### src/rtl/bp_me_nonsynth_mem_resp_delay_pkg.sv
// Shared helpers for the CCE memory-response delay stage.
// Holds only width math; the stage itself stays message-agnostic.
package bp_me_nonsynth_mem_resp_delay_pkg;

  // clog2 that never returns 0, so a one-entry or one-value field still gets a bit.
  function automatic int unsigned safe_clog2(input int unsigned x);
    return (x <= 1) ? 1 : $clog2(x);
  endfunction

endpackage

### src/rtl/bp_me_nonsynth_mem_resp_delay_mem.sv
// Register-array message storage: one synchronous write port, one asynchronous read port.
// Contents clear on reset so the read data is never X.
module bp_me_nonsynth_mem_resp_delay_mem
  import bp_me_nonsynth_mem_resp_delay_pkg::*;
#(
  parameter int unsigned width_p      = 1,
  parameter int unsigned els_p        = 4,
  parameter int unsigned addr_width_p = safe_clog2(els_p)
) (
  input  logic                    clk_i,
  input  logic                    reset_i,
  input  logic                    w_v_i,
  input  logic [addr_width_p-1:0] w_addr_i,
  input  logic [width_p-1:0]      w_data_i,
  input  logic [addr_width_p-1:0] r_addr_i,
  output logic [width_p-1:0]      r_data_o
);

  logic [width_p-1:0] mem_d [els_p];
  logic [width_p-1:0] mem_q [els_p];

  always_comb begin
    mem_d = mem_q;
    if (w_v_i) begin
      mem_d[w_addr_i] = w_data_i;
    end
  end

  always_ff @(posedge clk_i) begin
    if (reset_i) begin
      mem_q <= '{default: '0};
    end else begin
      mem_q <= mem_d;
    end
  end

  assign r_data_o = mem_q[r_addr_i];

endmodule

### src/rtl/bp_me_nonsynth_mem_resp_delay.sv
// In-order delay stage for CCE-bound memory responses: each message is held for a
// per-message number of extra cycles, then released strictly in arrival order.
module bp_me_nonsynth_mem_resp_delay
  import bp_me_nonsynth_mem_resp_delay_pkg::*;
#(
  parameter int unsigned width_p        = 1,
  parameter int unsigned els_p          = 4,
  parameter int unsigned max_delay_p    = 255,
  parameter int unsigned delay_width_lp = safe_clog2(max_delay_p + 1),
  parameter int unsigned count_width_lp = safe_clog2(els_p + 1)
) (
  input  logic                      clk_i,
  input  logic                      reset_i,
  input  logic [width_p-1:0]        data_i,
  input  logic                      v_i,
  output logic                      ready_o,
  input  logic [delay_width_lp-1:0] delay_i,
  output logic [width_p-1:0]        data_o,
  output logic                      v_o,
  input  logic                      yumi_i,
  output logic [count_width_lp-1:0] count_o
);

  localparam int unsigned ptr_width_lp = safe_clog2(els_p);
  localparam logic [ptr_width_lp-1:0] last_ptr_lp = ptr_width_lp'(els_p - 1);
  localparam logic [count_width_lp-1:0] full_count_lp = count_width_lp'(els_p);
  localparam logic [delay_width_lp-1:0] max_delay_lp = delay_width_lp'(max_delay_p);

  logic [ptr_width_lp-1:0]   wr_ptr_d, wr_ptr_q;
  logic [ptr_width_lp-1:0]   rd_ptr_d, rd_ptr_q;
  logic [count_width_lp-1:0] count_d, count_q;
  logic [delay_width_lp-1:0] cnt_d [els_p];
  logic [delay_width_lp-1:0] cnt_q [els_p];

  logic                      enq, deq, head_ripe;
  logic [31:0]               delay_ext;
  logic [delay_width_lp-1:0] delay_clamped;

  function automatic logic [ptr_width_lp-1:0] ptr_inc(input logic [ptr_width_lp-1:0] ptr);
    return (ptr == last_ptr_lp) ? '0 : ptr + ptr_width_lp'(1);
  endfunction

  // Outputs are gated by reset_i so they read idle during the reset cycle itself.
  always_comb begin
    head_ripe = (cnt_q[rd_ptr_q] == '0);
    ready_o   = ~reset_i & (count_q != full_count_lp);
    v_o       = ~reset_i & (count_q != '0) & head_ripe;
    count_o   = reset_i ? '0 : count_q;
    enq       = v_i & ready_o;
    deq       = yumi_i & v_o;
  end

  always_comb begin
    delay_ext     = 32'(delay_i);
    delay_clamped = (delay_ext > max_delay_p) ? max_delay_lp : delay_i;
  end

  // Free slots always hold a zero count (loaded only on enqueue, dequeued only at zero),
  // so decrementing every nonzero count is the same as counting down occupied entries.
  always_comb begin
    for (int unsigned i = 0; i < els_p; i++) begin
      cnt_d[i] = (cnt_q[i] != '0) ? cnt_q[i] - delay_width_lp'(1) : cnt_q[i];
    end
    if (enq) begin
      cnt_d[wr_ptr_q] = delay_clamped;
    end
  end

  always_comb begin
    wr_ptr_d = enq ? ptr_inc(wr_ptr_q) : wr_ptr_q;
    rd_ptr_d = deq ? ptr_inc(rd_ptr_q) : rd_ptr_q;
    case ({enq, deq})
      2'b10:   count_d = count_q + count_width_lp'(1);
      2'b01:   count_d = count_q - count_width_lp'(1);
      default: count_d = count_q;
    endcase
  end

  always_ff @(posedge clk_i) begin
    if (reset_i) begin
      wr_ptr_q <= '0;
      rd_ptr_q <= '0;
      count_q  <= '0;
      cnt_q    <= '{default: '0};
    end else begin
      wr_ptr_q <= wr_ptr_d;
      rd_ptr_q <= rd_ptr_d;
      count_q  <= count_d;
      cnt_q    <= cnt_d;
    end
  end

  bp_me_nonsynth_mem_resp_delay_mem #(
    .width_p     (width_p),
    .els_p       (els_p),
    .addr_width_p(ptr_width_lp)
  ) mem_1r1w (
    .clk_i   (clk_i),
    .reset_i (reset_i),
    .w_v_i   (enq),
    .w_addr_i(wr_ptr_q),
    .w_data_i(data_i),
    .r_addr_i(rd_ptr_q),
    .r_data_o(data_o)
  );

  yumi_needs_v: assert property (@(posedge clk_i) disable iff (reset_i) yumi_i |-> v_o)
    else $error("yumi_i asserted without v_o");

  delay_in_range: assert property (@(posedge clk_i) disable iff (reset_i)
      (v_i && ready_o) |-> (delay_ext <= max_delay_p))
    else $error("delay_i exceeds max_delay_p; clamped");

endmodule

### config.mk
export PLATFORM = sky130hd
export DESIGN_NAME = bp_me_nonsynth_mem_resp_delay
export DESIGN_NICKNAME = d
export VERILOG_FILES = /design/src/rtl/bp_me_nonsynth_mem_resp_delay_pkg.sv /design/src/rtl/bp_me_nonsynth_mem_resp_delay_mem.sv /design/src/rtl/bp_me_nonsynth_mem_resp_delay.sv
export SDC_FILE = /design/constraint.sdc
export NUM_CORES = 1
export LEC_CHECK = 0
export ABC_AREA = 0
export BUFFER_PORTS_ARGS = -buffer_cell sky130_fd_sc_hd__buf_2
export CAP_MARGIN = 10
export CORE_UTILIZATION = 50
export CTS_CLUSTER_SIZE = 25
export DETAILED_ROUTE_END_ITERATION = 16
export GPL_ROUTABILITY_DRIVEN = 0
export PLACE_DENSITY_LB_ADDON = 0.08
export SYNTH_ARGS = -nofsm -noshare
export SYNTH_HDL_FRONTEND = slang
export SYNTH_HIERARCHICAL = 1
export SYNTH_SLANG_ARGS = --single-unit
### constraint.sdc
create_clock -name clk_i -period 4 [get_ports clk_i]
set_input_delay 0.8 -clock clk_i [delete_from_list [all_inputs] [get_ports clk_i]]
set_output_delay 0.8 -clock clk_i [all_outputs]
set_load 0.005 [all_outputs]
==> metrics.md <==
| Metric | Value |
|---|---|
| Status | finished clean |
| Worst-Margin Slew | 576.1 ps |
| Num rows | 25 |
| Crit path top cell by count | or3_1 |
| Chip width | roughly 73 um |
| # clock sinks | 43 |
| Post-synth EDFFs | 0 |
| Vias in the first global route | roughly 2000 |
| Post-synthesis simple-gate area fraction | 0.2988 |
| CP max FO | 5 |
| Initial Util | 0.5294 |
| First-pass DRT Iterations | 4 |
| Synth Area in XOR/XNOR | 0.07213 |
| Fin nets | around 360 |
| Grt total ovfl | 0 |
| CTS root buf | clkbuf_8 |
| TritonCTS Buffers | 5 |
| WP depth | 10 |
| Wire per inst | about 14 um |
| Peak Freq | about 310 MHz |
| Final number of setup-violating endpoints | 0 |
| Seq/Total Area, Yosys | 0.3376 |
| Residual DRC count | 0 |
| Mapped cell area | 2550 um^2 |
| CTS tree | yes |
| RSZ-0062 raised after global routing | no |
| Die area | approximately 5400 um^2 |
| Mean Syn Cell Area | about 8.0 um^2 |
| Mapped Cells | around 320 |
| H-tree levels | 2 |
| Initial antenna violation count | 0 |
| Setup ws final | roughly 800 ps |
| Period utilisation layout | 0.7992 |
| Pre-CTS setup slack | between 800 and 900 ps |
| CTS Hold Buffers Added | 0 |
| Crit path kind | reg -> reg |
| Startpoint Class | register |
| Area of the multi-input gates | 1569 um^2 |
| Multiplexer share of the synthesized area | 0.02846 |
| First-pass GRT wire length | 9239 um |
| Sequential Area | ~860 um^2 |
| Syn_nets | 346 |
| Slowest stage delay, CP | about 570 ps |
| Peak supply drop | ~0.37 mV |
| Worst Clk Skew | between 2 and 2.5 ps |
| Total negative slack | 0 ps |
| Worst Hold Depth | 2 |
| Post-CTS Setup Inserts | 0 |
| Synth top area share | 0.3376 |
| Worst hold path class | reg -> reg |
| Iter 0 DRT Violations | about 110 |
| Final HPWL DP | roughly 4000 um |
| Critical-path cell list | or4_1 -> or3_1 -> a32o_2 -> nor4b_4 -> ha_1 -> inv_1 -> fa_1 -> xor2_1 -> or3_1 -> a21oi_1 |
| Final Hold Vio Count | 0 |
| Pin count of the biggest net entering global routing | 40 |
| Synth Area in Compound Gates | 0.1394 |
| Pwr/cell area | 747.6 nW/um^2 |
| Worst Path Arrival | about 3400 ps |
| Routed Antenna Nets | 0 |
| Area growth syn-to-layout | 8.783% |
| Vias after detailed routing | roughly 2200 |
| Top Ports | 19 |
| WP buf/inv | 1 |
| Max-slew violation count | 0 |
| Synth cell types | 45 |
| Post-Route WL | between 5000 and 6000 um |
| Post-CTS sizing | 0 |
| Adder-Cell Fraction of Synth Area | 0.07655 |
| Ranking of synthesized cells by area | dfxtp_1 (34%), nand2_1 (8.2%), ha_1 (6.9%), a21oi_1 (6.3%), nand3_1 (4.5%) |
| CP max-delay cell | or4_1 |
| Number of antenna repair diodes | 0 |
| Clock latency on the worst-skew pair | slightly below 300 ps |
| Fraction of registers with async set/reset | 0 |
| Layout cells sized above 1 | 0.1138 |
| Synth cell count leaders | nand2_1 (56), dfxtp_1 (43), a21oi_1 (32) |
| Most common cell in the netlist | nand2_1 |
| Max Cap Viol | 0 |
| Die H | around 73 um |
| Slew Limit Headroom | 0.6124 |
| Vias/cell | around 5.4 |
| Total core area | 4817 um^2 |
| Number of fillers in the final layout | approximately 470 |
| Biggest area consumer among synthesized cells | dfxtp_1 |
| Minimum clock period | ~3200 ps |
| Clock transition at path regs | 80 ps |
| CP top delay family | simple AND/OR/NAND/NOR gates |
| Yosys warns | 6 |
| Global-route usage over all layers | 0.2269 |
| Register bit total from synthesis | between 40 and 50 |
| Leakage power | between 1 and 1.5 nW |
| Maximum clock insertion buffer count | 2 |
| Worst reg2reg path depth | 10 |
| Worst path required time | around 4200 ps |
| Nature of the critical path endpoint | register |
| Largest family of logic cells by synthesized area | simple AND/OR/NAND/NOR gates |
| Main synth FF type | dfxtp_1 |
| PortBufs | 18 |
[power breakdown]
group / internal [mW] / switching, mW
logic: 0.512 / 0.554
registers: 0.576 / 0.151
clock network: 0.136 / 0.146
total: 1.22 / 0.850
[metrics by stage]
stage                     power [mW]  utilization  cells  hold slack, ps  cell area [um^2]
final                          2.074       0.5758    401           480.2              2774
after global routing           2.269       0.5758    401           498.6              2774
after CTS                      2.081       0.5758    401           484.7              2774
after detailed placement       1.792       0.5577    394           473.5              2686
after global placement         1.780       0.5577    394           463.9              2686
after floorplan                1.603            -    318           445.1              2550
[kinds of logic after synthesis]
family | count (synthesis)
flip-flops | 43
AND/OR/NAND/NOR | 147
buffers and inverters | 29
multiplexers | 6
adder cells (fa/ha/maj) | 15
AO/OA/AOI/OAI | 57
XOR/XNOR | 21
[per-layer routing]
metal,wire (um),GRT usage
met4,47,0.05128
met2,2662,0.3714
met1,2756,0.3141
met5,0,0
met3,172,0.03704
[cell usage in the layout (no fill, tap or decap), types with 5 or more instances in the layout]
cell type / n
nand2_1: 56
dfxtp_1: 43
a21oi_1: 32
nor2_1: 23
nand3_1: 23
inv_1: 18
buf_2: 18
ha_1: 14
xnor2_1: 12
xor2_1: 9
nand2b_1: 6
clkbuf_8: 6
o31ai_1: 5
o211ai_1: 5
a311oi_1: 5
mux2i_1: 5
[worst min-delay path, cell delays in order, from the launching register on]
cell	delay, ps
dfxtp_1	310
nand2b_1	60
mux2i_1	60
[final timing paths]
check | slack, ps | to | startpoint
worst max-delay path | 800 | count_q[2] | cnt_q[28]
worst min-delay path | 480 | mem_1r1w/mem_q[1] | mem_1r1w/mem_q[1]
worst max register to register | 800 | count_q[2] | cnt_q[28]
worst min register to register | 480 | mem_1r1w/mem_q[1] | mem_1r1w/mem_q[1]
[flip-flops by register name (all words and copies together), names as in the netlist]
| register | flops |
|---|---|
| rd_ptr_q | 2 |
| cnt_q | 32 |
| mem_1r1w/mem_q | 4 |
| count_q | 3 |
| wr_ptr_q | 2 |
[final cells by class]
class,count,area share
multi-input combinational,246,0.5656
sequential,43,0.3103
timing repair buffer,20,0.03789
tap,67,0.03022
clock buffer,6,0.02977
inverter,18,0.02436
clock inverter,1,0.001804
(Power assumes the default switching activity.)
